`src/rtl/stack_alu_pkg.sv`:
```
// Shared opcodes, FSM state encoding and error codes for the stack ALU
// sequencer, plus the accept-time legality check.
package stack_alu_pkg;

    localparam logic [3:0] OP_NOP   = 4'd0;
    localparam logic [3:0] OP_PUSHI = 4'd1;
    localparam logic [3:0] OP_DROP  = 4'd2;
    localparam logic [3:0] OP_DUP   = 4'd3;
    localparam logic [3:0] OP_ADD   = 4'd4;
    localparam logic [3:0] OP_SUB   = 4'd5;
    localparam logic [3:0] OP_AND   = 4'd6;
    localparam logic [3:0] OP_OR    = 4'd7;
    localparam logic [3:0] OP_XOR   = 4'd8;

    localparam logic [1:0] ERR_OK    = 2'd0;
    localparam logic [1:0] ERR_UNDER = 2'd1;
    localparam logic [1:0] ERR_OVER  = 2'd2;
    localparam logic [1:0] ERR_ILL   = 2'd3;

    typedef enum logic [2:0] {
        S_IDLE,
        S_POP_A,
        S_OP_B,
        S_PUSH,
        S_POP,
        S_DONE
    } state_t;

    function automatic logic is_binary(logic [3:0] op);
        return (op >= OP_ADD) && (op <= OP_XOR);
    endfunction

    function automatic logic is_push_op(logic [3:0] op);
        return (op == OP_PUSHI) || (op == OP_DUP);
    endfunction

    // Underflow takes priority over overflow (DUP on an empty stack).
    function automatic logic [1:0] check_cmd(
        logic [3:0]  op,
        int unsigned count,
        int unsigned depth
    );
        if (op > OP_XOR)
            return ERR_ILL;
        if (is_binary(op) && count < 2)
            return ERR_UNDER;
        if ((op == OP_DROP || op == OP_DUP) && count < 1)
            return ERR_UNDER;
        if (is_push_op(op) && count >= depth)
            return ERR_OVER;
        return ERR_OK;
    endfunction

endpackage

```
`src/rtl/stack_alu_sequencer_if.sv`:
```
// Command handshake between the instruction source and the stack
// sequencer.
interface stack_alu_sequencer_if;

    logic        cmd_valid;
    logic        cmd_ready;
    logic [3:0]  cmd_op;
    logic [15:0] cmd_imm;

    modport master (
        output cmd_valid,
        output cmd_op,
        output cmd_imm,
        input  cmd_ready
    );

    modport slave (
        input  cmd_valid,
        input  cmd_op,
        input  cmd_imm,
        output cmd_ready
    );

endinterface

```
`src/rtl/stack_alu.sv`:
```
// Combinational 16-bit stack ALU: y = b op a, where b is NOS and a is TOS.
// carry is bit 16 of the 17-bit sum or difference.
module stack_alu
    import stack_alu_pkg::*;
(
    input  logic [3:0]  op,
    input  logic [15:0] a,
    input  logic [15:0] b,
    output logic [15:0] y,
    output logic        zero,
    output logic        carry
);

    logic [16:0] full;

    always_comb begin
        full = {1'b0, b};
        case (op)
            OP_ADD:  full = {1'b0, b} + {1'b0, a};
            OP_SUB:  full = {1'b0, b} - {1'b0, a};
            OP_AND:  full = {1'b0, b & a};
            OP_OR:   full = {1'b0, b | a};
            OP_XOR:  full = {1'b0, b ^ a};
            default: full = {1'b0, b};
        endcase
    end

    assign y     = full[15:0];
    assign carry = full[16];
    assign zero  = (full[15:0] == 16'd0);

endmodule

```
`src/rtl/stack_alu_sequencer.sv`:
```
// Execute stage of the stack datapath: sequences LIFO push/pop strobes
// for one instruction at a time and reports result, flags and errors.
module stack_alu_sequencer
    import stack_alu_pkg::*;
#(
    parameter int DEPTH   = 16,
    parameter int COUNT_W = 5
) (
    input  logic               clock,
    input  logic               reset,
    stack_alu_sequencer_if.slave cmd,
    input  logic [15:0]        stack_q,
    input  logic [COUNT_W-1:0] stack_count,
    output logic               stack_push,
    output logic               stack_pop,
    output logic [15:0]        stack_data,
    output logic               done,
    output logic [15:0]        result_q,
    output logic [1:0]         err_code,
    output logic               flag_z,
    output logic               flag_c
);

    state_t      state;
    state_t      next_acc;
    logic [3:0]  op_r;
    logic [15:0] imm_r;
    logic [15:0] a_r;
    logic [15:0] alu_y;
    logic        alu_z;
    logic        alu_c;
    logic [15:0] push_val;
    logic [1:0]  chk;
    logic [31:0] count_w;

    stack_alu u_alu (
        .op    (op_r),
        .a     (a_r),
        .b     (stack_q),
        .y     (alu_y),
        .zero  (alu_z),
        .carry (alu_c)
    );

    assign count_w  = 32'(stack_count);
    assign chk      = check_cmd(cmd.cmd_op, count_w, DEPTH);
    assign push_val = (op_r == OP_PUSHI) ? imm_r : a_r;

    // Errors retire straight away without touching the stack.
    always_comb begin
        next_acc = S_DONE;
        unique case (1'b1)
            (chk != ERR_OK):
                next_acc = S_DONE;
            (chk == ERR_OK && is_binary(cmd.cmd_op)):
                next_acc = S_POP_A;
            (chk == ERR_OK && is_push_op(cmd.cmd_op)):
                next_acc = S_PUSH;
            (chk == ERR_OK && cmd.cmd_op == OP_DROP):
                next_acc = S_POP;
            default:
                next_acc = S_DONE;
        endcase
    end

    always_ff @(posedge clock or posedge reset) begin
        if (reset) begin
            state    <= S_IDLE;
            op_r     <= OP_NOP;
            imm_r    <= 16'd0;
            a_r      <= 16'd0;
            result_q <= 16'd0;
            err_code <= ERR_OK;
            flag_z   <= 1'b0;
            flag_c   <= 1'b0;
        end else begin
            case (state)
                S_IDLE: begin
                    if (cmd.cmd_valid) begin
                        op_r     <= cmd.cmd_op;
                        imm_r    <= cmd.cmd_imm;
                        a_r      <= stack_q;
                        err_code <= chk;
                        state    <= next_acc;
                    end
                end
                S_POP_A: state <= S_OP_B;
                S_OP_B: begin
                    result_q <= alu_y;
                    flag_z   <= alu_z;
                    flag_c   <= alu_c;
                    state    <= S_DONE;
                end
                S_PUSH: begin
                    result_q <= push_val;
                    state    <= S_DONE;
                end
                S_POP:   state <= S_DONE;
                S_DONE:  state <= S_IDLE;
                default: state <= S_IDLE;
            endcase
        end
    end

    // OP_B is replace-top: stack_q holds NOS there, so data depends on it.
    assign cmd.cmd_ready = (state == S_IDLE);
    assign done          = (state == S_DONE);
    assign stack_push    = (state == S_PUSH) || (state == S_OP_B);
    assign stack_pop     = (state == S_POP_A) || (state == S_OP_B)
                        || (state == S_POP);

    always_comb begin
        stack_data = 16'd0;
        if (state == S_OP_B)
            stack_data = alu_y;
        else if (state == S_PUSH)
            stack_data = push_val;
    end

endmodule

```
`src/flat_wrapper.sv`:
```
// flat-port wrapper written by rule: the top's interface ports become plain ports
module stack_alu_sequencer_flat import stack_alu_pkg::*;
#(
    parameter int DEPTH   = 16,
    parameter int COUNT_W = 5
)
  (clock, reset, stack_q, stack_count, stack_push, stack_pop, stack_data, done, result_q, err_code, flag_z, flag_c, cmd_cmd_valid, cmd_cmd_op, cmd_cmd_imm, cmd_cmd_ready);
  stack_alu_sequencer_if cmd_i ();
  input  logic clock;
  input  logic reset;
  input  logic [15:0] stack_q;
  input  logic [COUNT_W-1:0] stack_count;
  output logic stack_push;
  output logic stack_pop;
  output logic [15:0] stack_data;
  output logic done;
  output logic [15:0] result_q;
  output logic [1:0] err_code;
  output logic flag_z;
  output logic flag_c;
  input wire logic [$bits(cmd_i.cmd_valid)-1:0] cmd_cmd_valid;
  input wire logic [$bits(cmd_i.cmd_op)-1:0] cmd_cmd_op;
  input wire logic [$bits(cmd_i.cmd_imm)-1:0] cmd_cmd_imm;
  output wire logic [$bits(cmd_i.cmd_ready)-1:0] cmd_cmd_ready;
  assign cmd_i.cmd_valid = cmd_cmd_valid;
  assign cmd_i.cmd_op = cmd_cmd_op;
  assign cmd_i.cmd_imm = cmd_cmd_imm;
  assign cmd_cmd_ready = cmd_i.cmd_ready;
  stack_alu_sequencer #(.DEPTH(DEPTH), .COUNT_W(COUNT_W)) u_core (.clock(clock), .reset(reset), .cmd(cmd_i), .stack_q(stack_q), .stack_count(stack_count), .stack_push(stack_push), .stack_pop(stack_pop), .stack_data(stack_data), .done(done), .result_q(result_q), .err_code(err_code), .flag_z(flag_z), .flag_c(flag_c));
endmodule
```
`config.mk`:
```
export PLATFORM = sky130hd
export DESIGN_NAME = stack_alu_sequencer_flat
export DESIGN_NICKNAME = d
export VERILOG_FILES = /design/src/rtl/stack_alu_pkg.sv /design/src/rtl/stack_alu_sequencer_if.sv /design/src/rtl/stack_alu.sv /design/src/rtl/stack_alu_sequencer.sv /design/src/flat_wrapper.sv
export SDC_FILE = /design/constraint.sdc
export NUM_CORES = 1
export LEC_CHECK = 0
export CORE_UTILIZATION = 50
export CTS_CLUSTER_DIAMETER = 200
export DETAILED_ROUTE_END_ITERATION = 10
export GPL_ROUTABILITY_DRIVEN = 0
export GPL_TIMING_DRIVEN = 0
export PLACE_DENSITY = 0.74
export SETUP_SLACK_MARGIN = 0.05
export SLEW_MARGIN = 10
export SYNTH_ARGS = -nofsm -noshare
export SYNTH_HDL_FRONTEND = slang
export SYNTH_SLANG_ARGS = --single-unit
```
`constraint.sdc`:
```
create_clock -name clock -period 5.33 [get_ports clock]
set_input_delay 1.3325 -clock clock [delete_from_list [all_inputs] [get_ports clock]]
set_output_delay 1.3325 -clock clock [all_outputs]
set_load 0.1 [all_outputs]
```
==> flow_summary.toml <==
[outcome]
status = "finished, violations left"
violations = "negative setup slack"

[setup_path]
cp.arrival_ns = 4.13
required_ns = 4.00
rrSetupSlack_ns = 1.36
path_class = "input port to primary output"
r2r_cells = 16
endpoint_kind = "primary output"
startpoint_type = "input port"
critPathMaxFanout = 8
regToRegEndpoint = "u_core.flag_z$_DFFE_PP0P_"
rr_startpoint = "u_core.op_r[1]$_DFFE_PP0P_"

[logic_synthesis]
synth_top_family_by_area = "compound AO/OA/AOI/OAI gates"
synth_compound_area_share_pct = 25.4
ys_warn_count = 0
synth_edf_count = 0
syn_area_per_cell_um2 = 8.11
yosysSeqAreaShare_pct = 29.9
synthMuxAreaShare_pct = 4.95
synth_top_cell_by_area = "dfrtp_1"
synth-simple-area-share_pct = 17.4
synth_fa_ha_area_share_pct = 12.8
synth_most_common_cell = "nor2_1"
synth_top_flop_cell = "dfrtp_1"
async_flop_share_pct = 100
synthXorXnorAreaFrac_pct = 3.20
syn-num-nets = 702
syn_inst = 608
synth_cell_types = 63
syn_area_mm2 = 0.00493
synth.area.top_cells = "dfrtp_1, ha_1, o21ai_0"
ys_seq_elements = 59
synthTopCellsByCount = "nor2_1, dfrtp_1, o21ai_0"
yosysTopAreaCellShare_pct = 29.9

[hold_path]
min_path_type = "flip-flop to flip-flop"
min_to = "u_core.result_q[12]$_DFFE_PP0P_"
worstHoldStart = "u_core.result_q[12]$_DFFE_PP0P_"
whs_path_depth = 1

[timing]
slew_violations = 0
max_slew_margin_pct = 33.3
hold_viol_final = 0
setup_viol = 1
period_needed_ns = 5.46
clock.fmax_mhz = 183
fin_crit_sh_pct = 102
fin_worst_skew_ns = 0.0165
tightest_slew_ns = 0.998
setup_ws_ns = -0.128
rsz0062_at_grt = "yes"

[routing]
viasPerCell = 6.18
wl_per_cell_um = 19.6
vias = 5350
drtIter0Drc = 465
routed_wl_mm = 16.9
drtPass1Iterations = 5
ant_nets = 0
route.detailed.drc = 0

[clocking]
cts.sinks = 59
htree_num_levels = 3
clk_pin_slew_worst_paths_ns = 0.07
root_buffer = "clkbuf_8"
hold_buffers = 0
cts_tree = "done"
cts_buffers = 9
clockBufferDepth = 2
clkLatencyLatePin_ns = 0.36

[final_layout]
multi_input_area_mm2 = 0.00366
area_growth_pct = 41.0
diodes = 0
regArea_mm2 = 0.00148
post-route-util_pct = 73.9
instances_no_fill = 866
fillCellCount = 675
layout-drive-gt1-share_pct = 23.5
nNetsFinal = 827

[die]
core_area_mm2 = 0.00942
io_pins = 84
fp.dieH_um = 101
rows = 35
die_w_um = 101
dieArea_mm2 = 0.0103
start_util_pct = 52.4

[grt]
grt_pass1_vias = 4966
grt_pass1_wl_mm = 25.6
antenna_found_initial = 0
grt_overflow = 0
gr-usage-all-layers_pct = 33.1
grt_max_degree = 32

[flow_run]
maxCapViolations = 0

[place]
hpwl_mm = 11.9
place_inst = 821
port_buffers = 83
kinds of logic after synthesis:
family / Yosys count
AOI/OAI and AO/OA: 194
and+or+nand+nor: 185
buffers and inverters: 80
DFF: 59
adders and majority gates: 50
muxes: 22
xor gates and xnor gates: 18
metrics by stage:
stage / setup TNS, ns / setup slack (ns) / hold slack, ns / area [µm²]
CTS: -0.0566 / -0.0566 / 0.481 / 6610
finish: -0.128 / -0.128 / 0.477 / 6950
global route: -0.210 / -0.210 / 0.484 / 6950
detailed placement: -19.11 / -1.72 / 0.466 / 6050
global placement: -17.94 / -1.62 / 0.459 / 6030
floorplan: -0.477 / -0.477 / 0.481 / 5040
cell usage in the layout (no fill, tap or decap), types with 6 or more instances in the layout:
cell type / n
nor2_1: 57
clkdlybuf4s50_1: 57
dfrtp_1: 55
nand2_1: 54
o21ai_0: 47
buf_4: 42
inv_1: 41
ha_1: 37
a21oi_1: 35
clkbuf_1: 22
mux2_2: 19
a21o_1: 16
xnor2_1: 16
nor3_1: 10
clkbuf_8: 10
a211oi_2: 9
o211ai_1: 9
ha_4: 9
dlygate4sd2_1: 8
nand2b_1: 7
a31oi_1: 7
nand3_1: 7
o21ai_1: 6
flip-flops by register name, indices dropped and copies added, names as in the netlist:
signal and count:
u_core.state 3, u_core.flag_c 1, u_core.a_r 16, u_core.imm_r 16, u_core.result_q 16, u_core.err_code 2
u_core.op_r 4, u_core.flag_z 1
worst max path at each step:
stage	startpoint	endpoint	cells after the start
final	stack_q[11]	stack_data[14]	10
after global routing	u_core.a_r[4]$_DFFE_PP0P_	stack_data[14]	15
after CTS	u_core.a_r[4]$_DFFE_PP0P_	stack_data[14]	15
after detailed placement	u_core.op_r[0]$_DFFE_PP0P_	stack_data[14]	15
after global placement	u_core.op_r[0]$_DFFE_PP0P_	stack_data[14]	15
after floorplan	u_core.op_r[0]$_DFFE_PP0P_	stack_data[14]	14
cell type report:
cell class                 count  share of cell area, %
timing repair buffer         118                   16.3
clock buffer                  11                   2.03
clock inverter                 4                  0.738
sequential                    59                   21.3
tap                          129                   2.32
inverter                      46                   2.54
buffer                        30                   2.18
multi-input combinational    469                   52.6
worst max-delay path, cell delays in order:
cell and delay, ns:
clkdlybuf4s50_1 0.56, ha_2 0.38, a21oi_1 0.19, o21ai_0 0.12
a221o_1 0.35, or4_4 0.43, nand3_2 0.11, nor2_1 0.06
a211oi_2 0.31, buf_6 0.28
repair_timing:
| action | CTS | global route |
|---|---|---|
| gates resized for setup | 172 | 44 |
| endpoints found under the setup margin | 16 | 16 |
| pin swaps | 10 | 19 |
| buffers inserted | 9 | 25 |
layer usage:
metal / global-route usage (%) / up-vias / share of wire, %
li1: - / 2429 / -
met4: 14.4 / 0 / 3.7
met1: 43.9 / 2546 / 41
met3: 6.21 / 60 / 8.8
met2: 52.9 / 315 / 46
met5: 0 / - / 0
Power is left out: the tool's default activity adds up to more than one toggle a clock period on the data nets, which glitch-free logic cannot reach.
